--- config.mk ---
export PLATFORM = sky130hd
export DESIGN_NAME = saw_voice_sequencer
export DESIGN_NICKNAME = d
export VERILOG_FILES = /design/src/rtl/synth_pkg.sv /design/src/rtl/lin_interp.sv /design/src/rtl/saw_voice_sequencer.sv
export SDC_FILE = /design/constraint.sdc
export NUM_CORES = 1
export LEC_CHECK = 0
export CORE_MARGIN = 4
export CORE_UTILIZATION = 50
export CTS_CLUSTER_SIZE = 16
export DETAILED_ROUTE_END_ITERATION = 10
export DONT_BUFFER_PORTS = 1
export GPL_TIMING_DRIVEN = 1
export PLACE_DENSITY_LB_ADDON = 0.05
export RECOVER_POWER = 25
export SYNTH_ARGS = -nofsm -noshare
export SYNTH_HDL_FRONTEND = slang
export SYNTH_HIERARCHICAL = 1
export SYNTH_SLANG_ARGS = --single-unit
--- constraint.sdc ---
create_clock -name Clk -period 8.16 [get_ports Clk]
set_clock_uncertainty 0.2 [all_clocks]
set_input_delay 0.408 -clock Clk [delete_from_list [all_inputs] [get_ports Clk]]
set_output_delay 0.408 -clock Clk [all_outputs]
set_load 0.05 [all_outputs]
--- src/rtl/synth_pkg.sv ---
// Shared types and widths for the saw-voice synthesis datapath.
package synth_pkg;

  localparam int PHASE_W = 24;
  localparam int ADDR_W  = 12;
  localparam int SAMP_W  = 16;

  typedef logic signed [SAMP_W-1:0] sample_t;

  typedef enum logic [2:0] {
    IDLE,
    ISSUE,
    WAIT,
    CAPT,
    CALC,
    DONE
  } state_e;

  // Table address is the integer part of the phase accumulator.
  function automatic logic [ADDR_W-1:0] phase_addr(input logic [PHASE_W-1:0] phase);
    return phase[PHASE_W-1 -: ADDR_W];
  endfunction

endpackage

--- src/rtl/lin_interp.sv ---
// Combinational linear interpolation between two adjacent saw-table samples.
module lin_interp
  import synth_pkg::*;
#(
  parameter int FRAC_W = 12
) (
  input  sample_t             a_i,
  input  sample_t             b_i,
  input  logic [FRAC_W-1:0]   frac_i,
  output sample_t             result_o
);

  logic signed [SAMP_W:0]          diff;
  logic signed [SAMP_W+FRAC_W+1:0] prod;

  assign diff = $signed({b_i[SAMP_W-1], b_i}) - $signed({a_i[SAMP_W-1], a_i});
  assign prod = diff * $signed({1'b0, frac_i});

  // Floor shift keeps the step inside [A, B], so truncating the sum to 16 bits never wraps.
  assign result_o = SAMP_W'(a_i + (prod >>> FRAC_W));

endmodule

--- src/rtl/saw_voice_sequencer.sv ---
// Time-multiplexes NUM_VOICES saw oscillators over one shared saw-table ROM,
// one sweep per sampleTick, producing registered interpolated samples per voice.
module saw_voice_sequencer
  import synth_pkg::*;
#(
  parameter int NUM_VOICES = 4,
  parameter int ROM_LAT    = 2,
  parameter int FRAC_W     = 12
) (
  input  logic                                  Clk,
  input  logic                                  Reset,
  input  logic                                  sampleTick,
  input  logic [NUM_VOICES-1:0]                 gate,
  input  logic [NUM_VOICES-1:0][PHASE_W-1:0]    phaseInc,
  input  logic [NUM_VOICES-1:0][7:0]            octaveSel,
  input  logic                                  overrunClr,
  output logic                                  romReadEn,
  output logic [ADDR_W-1:0]                     romAddr,
  output logic [7:0]                            romOctave,
  input  sample_t                               romSampA,
  input  sample_t                               romSampB,
  output logic [NUM_VOICES-1:0][SAMP_W-1:0]     voiceOut,
  output logic                                  busy,
  output logic                                  sweepDone,
  output logic                                  overrun
);

  localparam int            VW          = (NUM_VOICES > 1) ? $clog2(NUM_VOICES) : 1;
  localparam logic [VW-1:0] LAST_V      = VW'(NUM_VOICES - 1);
  localparam state_e        AFTER_ISSUE = (ROM_LAT == 1) ? CAPT : WAIT;

  state_e                               state_q;
  logic [VW-1:0]                        v_q;
  logic [NUM_VOICES-1:0][PHASE_W-1:0]   phase_q;
  logic [NUM_VOICES-1:0][SAMP_W-1:0]    voice_q;
  sample_t                              samp_a_q;
  sample_t                              samp_b_q;
  logic [FRAC_W-1:0]                    frac_q;
  logic                                 rd_en_q;
  logic [ADDR_W-1:0]                    addr_q;
  logic [7:0]                           oct_q;
  logic                                 busy_q;
  logic                                 done_q;
  logic                                 overrun_q;

  logic [VW-1:0]                        v_next;
  logic                                 last_v;
  logic [PHASE_W-1:0]                   phase_d;
  logic                                 overrun_d;
  logic                                 enter_issue;
  logic [VW-1:0]                        issue_v;
  sample_t                              interp_y;

  assign v_next  = v_q + 1'b1;
  assign last_v  = (v_q == LAST_V);
  assign phase_d = phase_q[v_q] + phaseInc[v_q];

  // A tick that lands while a sweep is running is dropped; set beats clear.
  assign overrun_d = (sampleTick && (state_q != IDLE)) || (overrun_q && !overrunClr);

  lin_interp #(
    .FRAC_W (FRAC_W)
  ) u_interp (
    .a_i      (samp_a_q),
    .b_i      (samp_b_q),
    .frac_i   (frac_q),
    .result_o (interp_y)
  );

  // The ROM request for a voice is registered on the edge that enters ISSUE,
  // so address and readEn are stable for the whole ISSUE cycle.
  always_comb begin
    // NOTE: every output of this block gets a default first, so no path can infer a latch.
    enter_issue = 1'b0;
    issue_v     = v_next;
    case (state_q)
      IDLE: begin
        enter_issue = sampleTick;
        issue_v     = '0;
      end
      ISSUE:   enter_issue = !rd_en_q && !last_v;
      CALC:    enter_issue = !last_v;
      default: enter_issue = 1'b0;
    endcase
  end

  always_ff @(posedge Clk or posedge Reset) begin
    if (Reset) begin
      state_q   <= IDLE;
      v_q       <= '0;
      // NOTE: per-voice phase and output live in flops, not RAM, so they reset like any other state.
      phase_q   <= '0;
      voice_q   <= '0;
      samp_a_q  <= '0;
      samp_b_q  <= '0;
      frac_q    <= '0;
      rd_en_q   <= 1'b0;
      addr_q    <= '0;
      oct_q     <= '0;
      busy_q    <= 1'b0;
      done_q    <= 1'b0;
      overrun_q <= 1'b0;
    end else begin
      // NOTE: non-blocking throughout, so every branch reads the pre-edge value of each register.
      overrun_q <= overrun_d;
      done_q    <= 1'b0;

      if (enter_issue) begin
        rd_en_q <= gate[issue_v];
        if (gate[issue_v]) begin
          addr_q <= phase_addr(phase_q[issue_v]);
          oct_q  <= octaveSel[issue_v];
        end
      end else begin
        rd_en_q <= 1'b0;
      end

      case (state_q)
        IDLE: begin
          if (sampleTick) begin
            state_q <= ISSUE;
            v_q     <= '0;
            busy_q  <= 1'b1;
          end
        end
        ISSUE: begin
          if (rd_en_q) begin
            state_q <= AFTER_ISSUE;
          end else begin
            voice_q[v_q] <= '0;
            phase_q[v_q] <= '0;
            if (last_v) begin
              state_q <= DONE;
              done_q  <= 1'b1;
            end else begin
              v_q <= v_next;
            end
          end
        end
        WAIT: state_q <= CAPT;
        CAPT: begin
          samp_a_q <= romSampA;
          samp_b_q <= romSampB;
          frac_q   <= phase_q[v_q][FRAC_W-1:0];
          state_q  <= CALC;
        end
        CALC: begin
          voice_q[v_q] <= interp_y;
          phase_q[v_q] <= phase_d;
          if (last_v) begin
            state_q <= DONE;
            done_q  <= 1'b1;
          end else begin
            v_q     <= v_next;
            state_q <= ISSUE;
          end
        end
        DONE: begin
          state_q <= IDLE;
          busy_q  <= 1'b0;
          v_q     <= '0;
        end
        default: state_q <= IDLE;
      endcase
    end
  end

  assign romReadEn = rd_en_q;
  assign romAddr   = addr_q;
  assign romOctave = oct_q;
  assign voiceOut  = voice_q;
  assign busy      = busy_q;
  assign sweepDone = done_q;
  assign overrun   = overrun_q;

endmodule

* Yosys cells after proc, flatten, opt, wreduce, memory -nomap -nowiden *
Index checks and enable logic that the tools add are counted.

storage, ports and cells
  bits in registers = 233
  bits of input ports = 168
  output and inout bits = 88

operators by class
  add/sub/neg operators = 4
  $mul = 1
  $lt $le $gt $ge = 3
  equality and inequality tests = 9
  mux-type cells = 37
  bitwise gates (word level) = 4
  reductions and logical operators = 18

operators by type and width
  kind                                            count
  96-bit one-hot mux with 2 select lines          1
  24-bit binary-select mux with 2-bit select      3
  64-bit one-hot mux with 2 select lines          1
  96-bit AND                                      1
  96-bit bitwise mux                              1
  24-bit 2-to-1 mux                               4
  96-bit 2-to-1 mux                               1
  96-bit NOT                                      1
  64-bit AND                                      1
  64-bit bitwise mux                              1
  64-bit 2-to-1 mux                               1
  64-bit NOT                                      1
  24-bit demux with 2-bit select                  1
  16-bit demux with 2-bit select                  1
  17-bit by 13-bit multiplier with 28-bit output  1
  24-bit adder                                    1
  16-bit by 16-bit subtractor with 17-bit output  1
  16-bit adder                                    1
  8-bit binary-select mux with 2-bit select       1
  16-bit 2-to-1 mux                               1
  3-bit one-hot mux with 5 select lines           1
  3-bit 2-to-1 mux                                4
  2-bit 2-to-1 mux                                4
  8-bit 2-to-1 mux                                1
  23 further kinds                                41

* Logic depth before layout (Yosys ltp) *
  depth after elaboration = 8
  mapped depth = 40
  gate-level depth less buffers = 39

* By module *
Netlist, hierarchy kept.

modules (own cells, without submodules)
  module               times used  cells an instance  area an instance (um^2)  seq. area each (um^2)
  saw_voice_sequencer  1           937                11,591.1                 5,830.6
  lin_interp           1           1,083              8,954.8                  0.0

* Worst setup path before layout *
Ideal clock, no wire load.

  kind = register to register
  start = reg samp_a_q[0]
  end = reg voice_q, in the netlist voiceOut[15]
  library setup time = 0.122 ns
  data arrival time = 8.565 ns
  setup slack = -0.726 ns
  stages on the path, launching flop included = 36
  period minus slack after synthesis = 8.886 ns
  path through = dfrtp_1 -> ha_1 -> fa_1 -> nor2b_1 -> o21a_1 -> o21ai_0 -> a21o_1 -> o211ai_1 -> nand3_1 -> a41o_1 -> clkbuf_1 -> and2_1 -> fa_1 -> inv_1 -> fa_1 -> inv_1 -> fa_1 -> fa_1 -> inv_1 -> fa_1 -> inv_1 -> ha_1 -> a21oi_1 -> nand3b_1 -> o21ai_0 -> a311oi_4 -> o21a_1 -> nor2_1 -> ha_1 -> or2_2 -> a21oi_1 -> a311oi_1 -> o21a_1 -> nor2_1 -> xnor3_1 -> a32o_1

between the ends
  longest elaborated chain between the ends = 5

RTL lines
  what                                            line                        RTL
  start: declaration                              saw_voice_sequencer.sv:36   sample_t samp_a_q;
  start signal: assignment                        saw_voice_sequencer.sv:142  samp_a_q <= romSampA;
  16-bit by 16-bit subtractor with 17-bit output  lin_interp.sv:16            assign diff = $signed({b_i[SAMP_W-1], b_i}) - $signed({a_i[SAMP_W-1], a_i});
  17-bit by 13-bit multiplier with 28-bit output  lin_interp.sv:17            assign prod = diff * $signed({1'b0, frac_i});
  16-bit adder *                                  lin_interp.sv:20            assign result_o = SAMP_W'(a_i + (prod >>> FRAC_W));
  named net interp_y[15]                          saw_voice_sequencer.sv:52   sample_t interp_y;
  64-bit bitwise mux *                            saw_voice_sequencer.sv:148  voice_q[v_q] <= interp_y;
  64-bit one-hot mux with 2 select lines *        saw_voice_sequencer.sv:118  case (state_q)
  end signal: indexed assignment                  saw_voice_sequencer.sv:148
  end: declaration                                saw_voice_sequencer.sv:35   logic [NUM_VOICES-1:0][SAMP_W-1:0] voice_q;

Mark *: on every way through the listed nets, which the timed path passes. The rest lies on a longest branch.
A chain may end at the register's enable or synchronous reset.

* Final worst setup path *
  start = reg samp_a_q[1]
  end = reg voice_q, in the netlist voiceOut[31]

The elaborated chain is that of the path after synthesis.

==> flow_summary_export.csv <==
group,metric,value,unit
routing,drt-pass1-iter-count,5,
synth,dominantRegCellSynth,"sky130_fd_sc_hd__dfrtp_1",
placement,place_congestion,0.901,
critical_path,slowest_delay,0.51,ns
cts,numCtsBuffers,24,
critical_path,setup.worst_path.end_class,"register",
cts,cts.root.buffer_cell,"sky130_fd_sc_hd__clkbuf_16",
cells_and_area,nFillCells,3389,
synth,synthesis.area,20500,um2
synth,synthCells,2020,
cts,tritoncts,"yes",
outcome,outcome,"finished with violations",
timing,setup_ws,-0.426,ns
routing,wl_per_cell,22.1,um
synth,ys_seq_area_frac,0.284,
timing,setup-violations-final,32,
floorplanning,dieArea,44400,um2
cells_and_area,final_nets,2666,
cells_and_area,post-route-util,0.611,
placement,buffer_ports.inserted,0,
synth,synthMostInstantiatedCell,"sky130_fd_sc_hd__inv_1",
synth,synth_edf_count,0,
floorplanning,core_area,40200,um2
run,max_cap_viol_count,1,
routing,post_drt_via_cell_ratio,5.92,
timing,finalHoldViolations,0,
routing,postRouteWirelength,60500,um
global_routing,grt_use_total,0.270,
critical_path,critPathLaunchType,"register",
routing,drt.antenna.violating_nets,0,
global_routing,number_of_antenna_violations_at_the_first_check_in_global_routing,1,
synth,synth-warning-count,6,
global_routing,grt_pass1_vias,17200,
timing,tightest_slew,3.58,ns
timing,unrepaired_setup_endpoints_after_global_routing,"yes",
critical_path,arrival_time_at_the_worst_endpoint,8.80,ns
global_routing,largest_net_degree_at_the_start_of_global_routing,85,
cts,numClockSinks,233,
cells_and_area,final_cell_count_no_fill,2739,
floorplanning,initial_utilization,0.511,
synth,post-synth-top-area-cell,"sky130_fd_sc_hd__dfrtp_1",
cells_and_area,drive_gt1_frac,0.241,
cts,clkLatencyLatePin,0.54,ns
cells_and_area,syn2layout_area_growth,19.5,%
routing,detailedRoute.firstIterationViolations,1365,
floorplanning,core.rowCount,73,
synth,per_instance_average_area_after_synthesis,10.2,um2
worst_hold_path,holdCritPathClass,"in2reg",
synth,postSynthNetCount,2490,
timing,max-slew-margin-rel,-1.40,
floorplanning,die_width,211,um
synth,top_cells_by_area_synth,"sky130_fd_sc_hd__dfrtp_1 (28%), sky130_fd_sc_hd__fa_1 (18%), sky130_fd_sc_hd__ha_1 (7.3%)",
synth,yosys.cell_types.count,76,
cts,cts_max_level,1,
routing,drc_errors,0,
placement,place.detailed.instances,2619,
outcome,failed_checks,"capacitance limit, slew limit, setup timing",
timing,timing.final.crit_share,1.05,
cts,clock_path_buffers,3,
routing,via_count,16200,
floorplanning,dieHeight,211,um
timing,finalMaxSlewViolations,85,
critical_path,cell_with_the_largest_stage_delay_on_the_worst_path,"sky130_fd_sc_hd__fa_1",
timing,upper_clock_frequency_limit,116,MHz
synth,synth.top_cells.by_count,"sky130_fd_sc_hd__inv_1 (284), sky130_fd_sc_hd__dfrtp_1 (233), sky130_fd_sc_hd__nand2_1 (185)",
critical_path,critPathRequiredTime,8.38,ns
floorplanning,floorplan.io_pins,256,
timing,finalWorstPathRequiredPeriod,8.59,ns
cts,clock_transition_at_the_registers_of_the_reported_paths,0.06,ns
synth,asyncSetResetFlopFracSynth,1.00,
synth,yosys_register_bits,233,
critical_path,critPathMaxFanout,5,
global_routing,global_route_wire_length_before_repair,96700,um
critical_path,path_class,"reg2reg",
placement,dp.final_hpwl,45000,um
critical_path,cp_common_cell,"sky130_fd_sc_hd__fa_1",
synth,post-synth-top-area-fraction,0.284,
global_routing,grt-ovfl-total,0,
==> flip-flops by register name, summed over array words and instances, names as in the netlist <==
register and cells:
v_q 2, sweepDone 1, samp_a_q 16, voiceOut 64, phase_q 96, busy 1
overrun 1, frac_q 12, romOctave 8, state_q 3, romReadEn 1, samp_b_q 16
romAddr 12
==> worst paths after layout <==
check	from	end	slack, ns	cells past startpoint
worst max register to register	samp_a_q[1]	voiceOut[31]	-0.43	38
max in group asynchronous	Reset	v_q[0]	4.27	3
worst max-delay path	samp_a_q[1]	voiceOut[31]	-0.43	38
min in group asynchronous	Reset	voiceOut[28]	1.20	2
worst min-delay path	octaveSel[14]	romOctave[6]	0.01	3
worst min register to register	phase_q[24]	phase_q[24]	0.29	1
==> stage by stage <==
stage	setup WS (ns)	hold WS [ns]	cell area, um2	TNS, ns
global route	-0.753	0.0294	24600	-20.52
global placement	-0.703	0.173	22400	-21.11
CTS	-0.561	0.00301	24000	-11.58
floorplan	0.00160	0.261	20700	0
finish	-0.426	0.0147	24600	-8.35
detailed placement	-0.778	0.179	22400	-22.71
==> timing repair <==
action / in CTS / in global routing
endpoints found under the hold margin: 119 / 0
pin swaps: 76 / 101
setup endpoints to repair: 48 / 52
hold buffers: 41 / 0
buffers inserted: 19 / 23
gates resized for setup: 44 / 94
==> placed cells by master, fill, tap and decap left out, types with 46 or more instances in the layout <==
cell                      instances
sky130_fd_sc_hd__mux2_2          46
sky130_fd_sc_hd__dfrtp_1        230
sky130_fd_sc_hd__buf_4          228
sky130_fd_sc_hd__mux4_2          47
sky130_fd_sc_hd__a32o_1          80
sky130_fd_sc_hd__nand2_1        181
sky130_fd_sc_hd__fa_1           171
sky130_fd_sc_hd__inv_1          256
sky130_fd_sc_hd__a22o_1          70
sky130_fd_sc_hd__and2_1          72
sky130_fd_sc_hd__a21oi_1         48
sky130_fd_sc_hd__ha_1           105
==> worst max-delay path, delay by kind of cell (launching register included) <==
kind	cells	cell delay [ns]
AO/OA/AOI/OAI	13	2.45
XOR/XNOR	3	0.80
adder cells (fa/ha/maj)	8	3.15
buffers and inverters	6	0.56
flip-flops	1	0.41
AND/OR/NAND/NOR	8	0.88
==> cell families (layout without fill, tap and decap cells) <==
logic type,count (synthesis),after routing,synth area share
other,0,1,0
xor gates and xnor gates,68,68,0.0297
and+or+nand+nor,453,453,0.108
DFF,233,233,0.284
muxes,116,116,0.0891
adders and majority gates,302,302,0.250
AOI/OAI and AO/OA,434,434,0.162
buffers and inverters,414,607,0.0764
==> per-layer routing <==
| metal | GRT usage | share of wire | vias up |
|---|---|---|---|
| met5 | 0 | 0 | - |
| met4 | 0.0476 | 0.014 | 0 |
| met3 | 0.0414 | 0.066 | 58 |
| met2 | 0.436 | 0.48 | 519 |
| met1 | 0.397 | 0.44 | 8327 |
| li1 | - | - | 7323 |
==> layout make-up <==
| cell class | count | area (um2) | area share |
|---|---|---|---|
| multi-input combinational | 1373 | 13900 | 0.567 |
| sequential | 233 | 5840 | 0.238 |
| timing repair buffer | 279 | 2250 | 0.0915 |
| inverter | 285 | 1070 | 0.0437 |
| clock buffer | 34 | 709 | 0.0289 |
| tap | 525 | 657 | 0.0267 |
| clock inverter | 9 | 113 | 0.00459 |
| antenna | 1 | 2.50 | 0.000102 |
Power is not shown: default switching activity piles up to over one toggle a cycle in this logic, so the estimate is an artifact.
